**src/rtl/wb_cpu_master_bridge.sv**
```systemverilog
// Single-outstanding Wishbone classic master: one CPU request in, one bus transfer,
// one response beat out, with a bounded ack timeout and a turnaround cycle between transfers.
module wb_cpu_master_bridge #(
  parameter int unsigned TIMEOUT = 16,
  parameter int unsigned CNT_W   = 8
) (
  input  logic        clk_i,
  input  logic        rst_ni,
  input  logic        cpu_req_valid_i,
  output logic        cpu_req_ready_o,
  input  logic [31:0] cpu_addr_i,
  input  logic [31:0] cpu_wdata_i,
  input  logic        cpu_we_i,
  input  logic [3:0]  cpu_sel_i,
  output logic        cpu_rsp_valid_o,
  output logic [31:0] cpu_rsp_rdata_o,
  output logic        cpu_rsp_err_o,
  output logic [31:0] wb_addr_o,
  output logic [31:0] wb_data_o,
  input  logic [31:0] wb_data_i,
  output logic        wb_we_o,
  output logic [3:0]  wb_sel_o,
  output logic        wb_stb_o,
  output logic        wb_cyc_o,
  input  logic        wb_ack_i,
  output logic        busy_o
);

  localparam logic [CNT_W-1:0] CNT_LAST = CNT_W'(TIMEOUT - 1);
  localparam logic [CNT_W-1:0] CNT_ONE  = CNT_W'(1);

  typedef enum logic [1:0] {
    IDLE = 2'd0,
    BUS  = 2'd1,
    RESP = 2'd2
  } state_t;

  state_t            state_q, state_d;
  logic [CNT_W-1:0]  cnt_q, cnt_d;
  logic [31:0]       addr_d, wdata_d, rdata_d;
  logic [3:0]        sel_d;
  logic              we_d, stb_d, cyc_d, rsp_valid_d, err_d, busy_d;

  // Ready is the only combinational output; it must drop with rst_ni immediately.
  assign cpu_req_ready_o = (state_q == IDLE) && rst_ni;

  always_comb begin
    state_d     = state_q;
    cnt_d       = cnt_q;
    addr_d      = wb_addr_o;
    wdata_d     = wb_data_o;
    we_d        = wb_we_o;
    sel_d       = wb_sel_o;
    stb_d       = wb_stb_o;
    cyc_d       = wb_cyc_o;
    rsp_valid_d = 1'b0;
    rdata_d     = cpu_rsp_rdata_o;
    err_d       = cpu_rsp_err_o;

    unique case (state_q)
      IDLE: begin
        stb_d = 1'b0;
        cyc_d = 1'b0;
        if (cpu_req_valid_i && cpu_req_ready_o) begin
          addr_d  = cpu_addr_i;
          wdata_d = cpu_wdata_i;
          we_d    = cpu_we_i;
          sel_d   = cpu_sel_i;
          cnt_d   = '0;
          stb_d   = 1'b1;
          cyc_d   = 1'b1;
          state_d = BUS;
        end
      end
      BUS: begin
        // Ack wins over a timeout landing in the same cycle.
        if (wb_ack_i) begin
          rdata_d     = wb_we_o ? 32'd0 : wb_data_i;
          err_d       = 1'b0;
          rsp_valid_d = 1'b1;
          stb_d       = 1'b0;
          cyc_d       = 1'b0;
          state_d     = RESP;
        end else if (cnt_q == CNT_LAST) begin
          rdata_d     = 32'd0;
          err_d       = 1'b1;
          rsp_valid_d = 1'b1;
          stb_d       = 1'b0;
          cyc_d       = 1'b0;
          state_d     = RESP;
        end else begin
          cnt_d = cnt_q + CNT_ONE;
        end
      end
      RESP: begin
        state_d = IDLE;
      end
      default: begin
        state_d = IDLE;
        stb_d   = 1'b0;
        cyc_d   = 1'b0;
      end
    endcase

    busy_d = (state_d != IDLE);
  end

  always_ff @(posedge clk_i) begin
    if (!rst_ni) begin
      state_q         <= IDLE;
      cnt_q           <= '0;
      wb_addr_o       <= 32'd0;
      wb_data_o       <= 32'd0;
      wb_we_o         <= 1'b0;
      wb_sel_o        <= 4'd0;
      wb_stb_o        <= 1'b0;
      wb_cyc_o        <= 1'b0;
      cpu_rsp_valid_o <= 1'b0;
      cpu_rsp_rdata_o <= 32'd0;
      cpu_rsp_err_o   <= 1'b0;
      busy_o          <= 1'b0;
    end else begin
      state_q         <= state_d;
      cnt_q           <= cnt_d;
      wb_addr_o       <= addr_d;
      wb_data_o       <= wdata_d;
      wb_we_o         <= we_d;
      wb_sel_o        <= sel_d;
      wb_stb_o        <= stb_d;
      wb_cyc_o        <= cyc_d;
      cpu_rsp_valid_o <= rsp_valid_d;
      cpu_rsp_rdata_o <= rdata_d;
      cpu_rsp_err_o   <= err_d;
      busy_o          <= busy_d;
    end
  end

endmodule

```
**config.mk**
```make
export PLATFORM = sky130hd
export DESIGN_NAME = wb_cpu_master_bridge
export DESIGN_NICKNAME = d
export VERILOG_FILES = /design/src/rtl/wb_cpu_master_bridge.sv
export SDC_FILE = /design/constraint.sdc
export NUM_CORES = 1
export LEC_CHECK = 0
export CAP_MARGIN = 15
export CORE_ASPECT_RATIO = 1.1
export CORE_MARGIN = 8
export CORE_UTILIZATION = 39
export DETAILED_ROUTE_END_ITERATION = 10
export PLACE_DENSITY = 0.8
export SLEW_MARGIN = 5
export SYNTH_ARGS = -nofsm -noshare
export SYNTH_HDL_FRONTEND = slang
export SYNTH_SLANG_ARGS = --single-unit
```
**constraint.sdc**
```tcl
create_clock -name clk_i -period 1.8 [get_ports clk_i]
set_input_delay 0.54 -clock clk_i [delete_from_list [all_inputs] [get_ports clk_i]]
set_output_delay 0.54 -clock clk_i [all_outputs]
set_load 0.01 [all_outputs]
```
* Word-level counts from Yosys, hierarchy flattened
Index checks and enable logic that the tools add are counted.
** Storage, ports and cells
- Output and inout bits :: 107
- Register bits after elaboration :: 115
** Cells by class
- Equal/unequal tests :: 7
- Bitwise operators :: 1
- Reduce and logical (&&, ||, !) cells :: 11
- $add $sub $neg :: 1
- Muxes and demuxes :: 19
** Operators with widths (number)
- $mux 32 :: 3
- $mux 8 :: 3
- $pmux 8 s2 :: 1
- $add 8x1->8 const B :: 1
- $eq 8x4->1 const B :: 1
- $reduce_and 2->1 :: 4
- $mux 1 :: 7
- $mux 2 :: 3
- $reduce_bool 2->1 :: 3
- $ne 2x2->1 const B :: 2
- $pmux 2 s2 :: 1
- $reduce_and 4->1 :: 1
- $ne 3x3->1 const B :: 1
- $pmux 1 s3 :: 1
- $eq 2x1->1 const B :: 1
- $eq 2x2->1 const B :: 1
- $logic_and 1x1->1 :: 2
- $logic_not 2->1 :: 1
- $ne 2x1->1 const B :: 1
- $not 1->1 :: 1

* Depth between registers and ports, before layout
- Depth after elaboration :: 6
- Gate-level depth with buffers :: 6
- Gate-level depth less buffers :: 5

* Least setup slack after synthesis
No wires, ideal clock.
- Path type :: input-to-reg
- Start :: input rst_ni
- End :: register cnt_q[3]
- Setup slack :: 0.095 ns
- Stages :: 6
- Library setup time :: 0.129 ns
- Data arrival time :: 1.577 ns
- Cell sequence :: nor3b_1 > nand2_1 > buf_2 > buf_2 > o2111ai_1 > o41ai_1
** Between the ends
- Cells in the longest elaborated chain, start to end :: 4
** Ends and longest elaborated chain
- start, declared :: line 8 : input logic rst_ni,
- $logic_and 1x1->1 :: line 45 : assign cpu_req_ready_o = (state_q == IDLE) && rst_ni;
- $logic_and 1x1->1 :: line 64 : if (cpu_req_valid_i && cpu_req_ready_o) begin
- $ne 2x1->1 (no line)
- $reduce_and 4->1 (no line)
- end signal, assigned :: line 124 : cnt_q <= cnt_d;
- end, declared :: line 39 : logic [CNT_W-1:0] cnt_q, cnt_d;
Several ways; a longest one is shown, not always the timed one.
A chain may end at the register's enable or synchronous reset.

* Final worst setup path
- Start :: input rst_ni
- End :: output cpu_req_ready_o
** Between the ends
- Cells in the longest elaborated chain, start to end :: 1
** Ends and longest elaborated chain
- $logic_and 1x1->1 :: line 45
- end, declared :: line 10 : output logic cpu_req_ready_o,
No other way between the ends.

==> reports/results.txt <==
GRT Total Usage: 18.9%
Wire length per cell: 16.3 um
Clk_lat worst skew: 400 ps
Post-Synthesis Cells: 448
Area of the mapped netlist: 4040 um^2
Fin util: 66.9%
CTS tree: done
Clock sink total: 115
Iteration count of the initial detailed-routing pass: 4
Sw Ratio: 22.5%
Distinct cell type count after synthesis: 39
H-tree depth: 4
Average cell area after synthesis: 9.02 um^2
Worst VDD drop: 0.000851 V
Critical path fanouts, max: 2
Critical Path AT: 1160 ps
Residual DRC: 0
PD cells: 987 nW/um^2
First-pass GRT wire length: 20900 um
CTS Buf Count: 17
Diodes inserted: 0
CP Class: input pin to output port
FF+latch count, synth: 115
Comb pwr share: 11.8%
Final hold violation count: 0
Reg power frac: 40.1%
Rel. slew slack: 76.2%
Pleak: 3.08 nW
Clock root buffer master: clkbuf_16
Status: finished clean
CTS Buffer Depth: 2
Startpoint types: input pin
Net Sw Power: 1.52 mW
Antenna Violating Nets Remaining: 0
Post-route clock period utilization: 94.2%
Die area: 13900 um^2
Max Slew Vio Count: 0
Post-synth EDFFs: 0
Syn nets: 554
Kind of end point of the critical path: output port
I/O pins: 212
Dominant synthesized flop cell: dfxtp_1
Core area: 10200 um^2
Die X: 113 um
Setup TNS: 0 ps
Nets: 776
Vias: 4001
Initial core utilization: 39.4%
DR iter-0 viols: 191
Final Instance Count excl. Fillers: 806
Slew @ Worst Pin: 356 ps
DRT Wirelength: 13200 um
Total gr overflow: 0
P_int: 5.24 mW
Area delta synth->final: 69.8%
Minimum clock period: 1700 ps
DP Wirelength: 9780 um
Synth warn: 0
Antenna violations before repair: 0
Fill cells: 867
RSZ-0062 raised after global routing: no
Power share of the clock group: 48.0%
Asr flop ratio synth: 0%
Vias/cell: 4.96
Setup violations, final: 0
Overall power: 6.77 mW
IO Port Bufs: 211
Peak Freq: 590 MHz
Placed cells: 773
Flop2flop setup slack: 120 ps
Layout cell share with drive strength beyond 1: 9.81%
Final clock skew: 6.34 ps
Clock slew at reported path FFs: 50 ps
Row count: 39
Req. time, crit path: 1260 ps
Seq/Total Area, Yosys: 57.0%
CTS Hold Bufs: 0
Largest net degree at the start of global routing: 42
Number of global-route vias before repair: 4191
Min-Delay Path Class: flop to flop
Placer Congestion: 0.782
Die Y: 123 um
Max_cap viols: 0
==> cell families after synthesis <==
logic type                 count (synthesis)  synth area share (%)
adders and majority gates                  1                 0.310
muxes                                      1                 0.248
buffers and inverters                     37                  5.02
DFF                                      115                  57.0
and+or+nand+nor                          174                  18.2
AOI/OAI and AO/OA                        120                  19.3
==> synth_stat cells (all sizes together), types with 2 or more instances <==
master	instances	share of area, %
a22o	32	6.9
nor2	4	0.37
inv	3	0.28
o2111ai	2	0.43
and3	4	0.62
clkbuf	11	1.0
a31oi	2	0.31
nor3	3	0.50
a21oi	72	9.0
nand2	146	14
or3	4	0.74
o211ai	2	0.37
nor2b	2	0.31
dfxtp	115	57
nor3b	2	0.50
buf	23	3.7
nand3	4	0.50
o21ai	3	0.46
o41ai	2	0.43
==> layout by cell type (no fill, tap or decap), types with 3 or more instances in the layout <==
cell / count
buf_4: 19
or3_1: 3
dfxtp_1: 115
nand2_1: 145
clkbuf_16: 17
clkbuf_8: 3
and3_1: 4
nand3_1: 4
clkinv_2: 4
a22o_1: 32
buf_12: 7
clkbuf_1: 3
clkdlybuf4s50_1: 103
dlygate4sd2_1: 107
a21oi_1: 71
nor2_1: 4
==> cell type report <==
type | count | area, um^2 | share of cell area, %
Timing Repair Buffer | 237 | 2260 | 32.9
Tap cell | 123 | 154 | 2.24
Clock buffer | 23 | 478 | 6.97
Sequential cell | 115 | 2300 | 33.6
Inverter | 3 | 11.3 | 0.164
Clock inverter | 9 | 104 | 1.51
Multi-Input combinational cell | 296 | 1550 | 22.7
==> power by group through the flow <==
stage               Combinational (mW)  Clock [mW]  Sequential [mW]
floorplan                        0.259           0             2.82
global placement                 0.854           0             2.76
detailed placement               0.874           0             2.77
CTS                              0.806        3.31             2.72
global route                     0.867        3.47             2.73
finish                           0.799        3.25             2.72
==> worst paths after layout <==
path,startpoint,end,cells past startpoint
setup reg to reg,cnt_q[0]$_SDFFE_PN0P_,cpu_rsp_rdata_o[12]$_SDFFE_PN0P_,7
setup / recovery,rst_ni,cpu_req_ready_o,3
hold / removal,wb_data_o[19]$_SDFFE_PN0P_,wb_data_o[19]$_SDFFE_PN0P_,2
hold reg to reg,wb_data_o[19]$_SDFFE_PN0P_,wb_data_o[19]$_SDFFE_PN0P_,2
==> what timing repair did <==
item | CTS | global route
gates resized for setup | 113 | 0
endpoints found under the setup margin | 107 | 0
buffers inserted | 1 | 0
==> per-stage QoR <==
step | setup WS (ps) | cell area [um^2] | hold WS [ps]
floorplan | 94.6 | 4040 | 473
CTS | 116 | 6860 | 451
detailed placement | -703 | 6400 | 449
global placement | -604 | 6400 | 440
global route | 19.8 | 6860 | 469
finish | 105 | 6860 | 449
==> worst max-delay path, cell delays in order <==
cell and delay (ps):
dlygate4sd2_1 240, nor3b_4 210, buf_2 160
==> per-layer routing <==
| metal | track usage, % | routed length, um | vias up |
|---|---|---|---|
| li1 | - | - | 1966 |
| met1 | 19.2 | 5060 | 1848 |
| met2 | 33.1 | 6650 | 157 |
| met3 | 7.43 | 1030 | 30 |
| met4 | 10.3 | 425 | 0 |
| met5 | 0 | 0 | - |
==> registers in the layout, summed over array words and instances, names as in the netlist <==
name / flops
wb_data_o: 32
wb_cyc_o: 1
wb_addr_o: 32
wb_we_o: 1
cpu_rsp_valid_o: 1
busy_o: 1
cpu_rsp_err_o: 1
state_q: 2
cpu_rsp_rdata_o: 32
cnt_q: 8
wb_sel_o: 4
No activity file was read; power rests on OpenSTA's default activity.
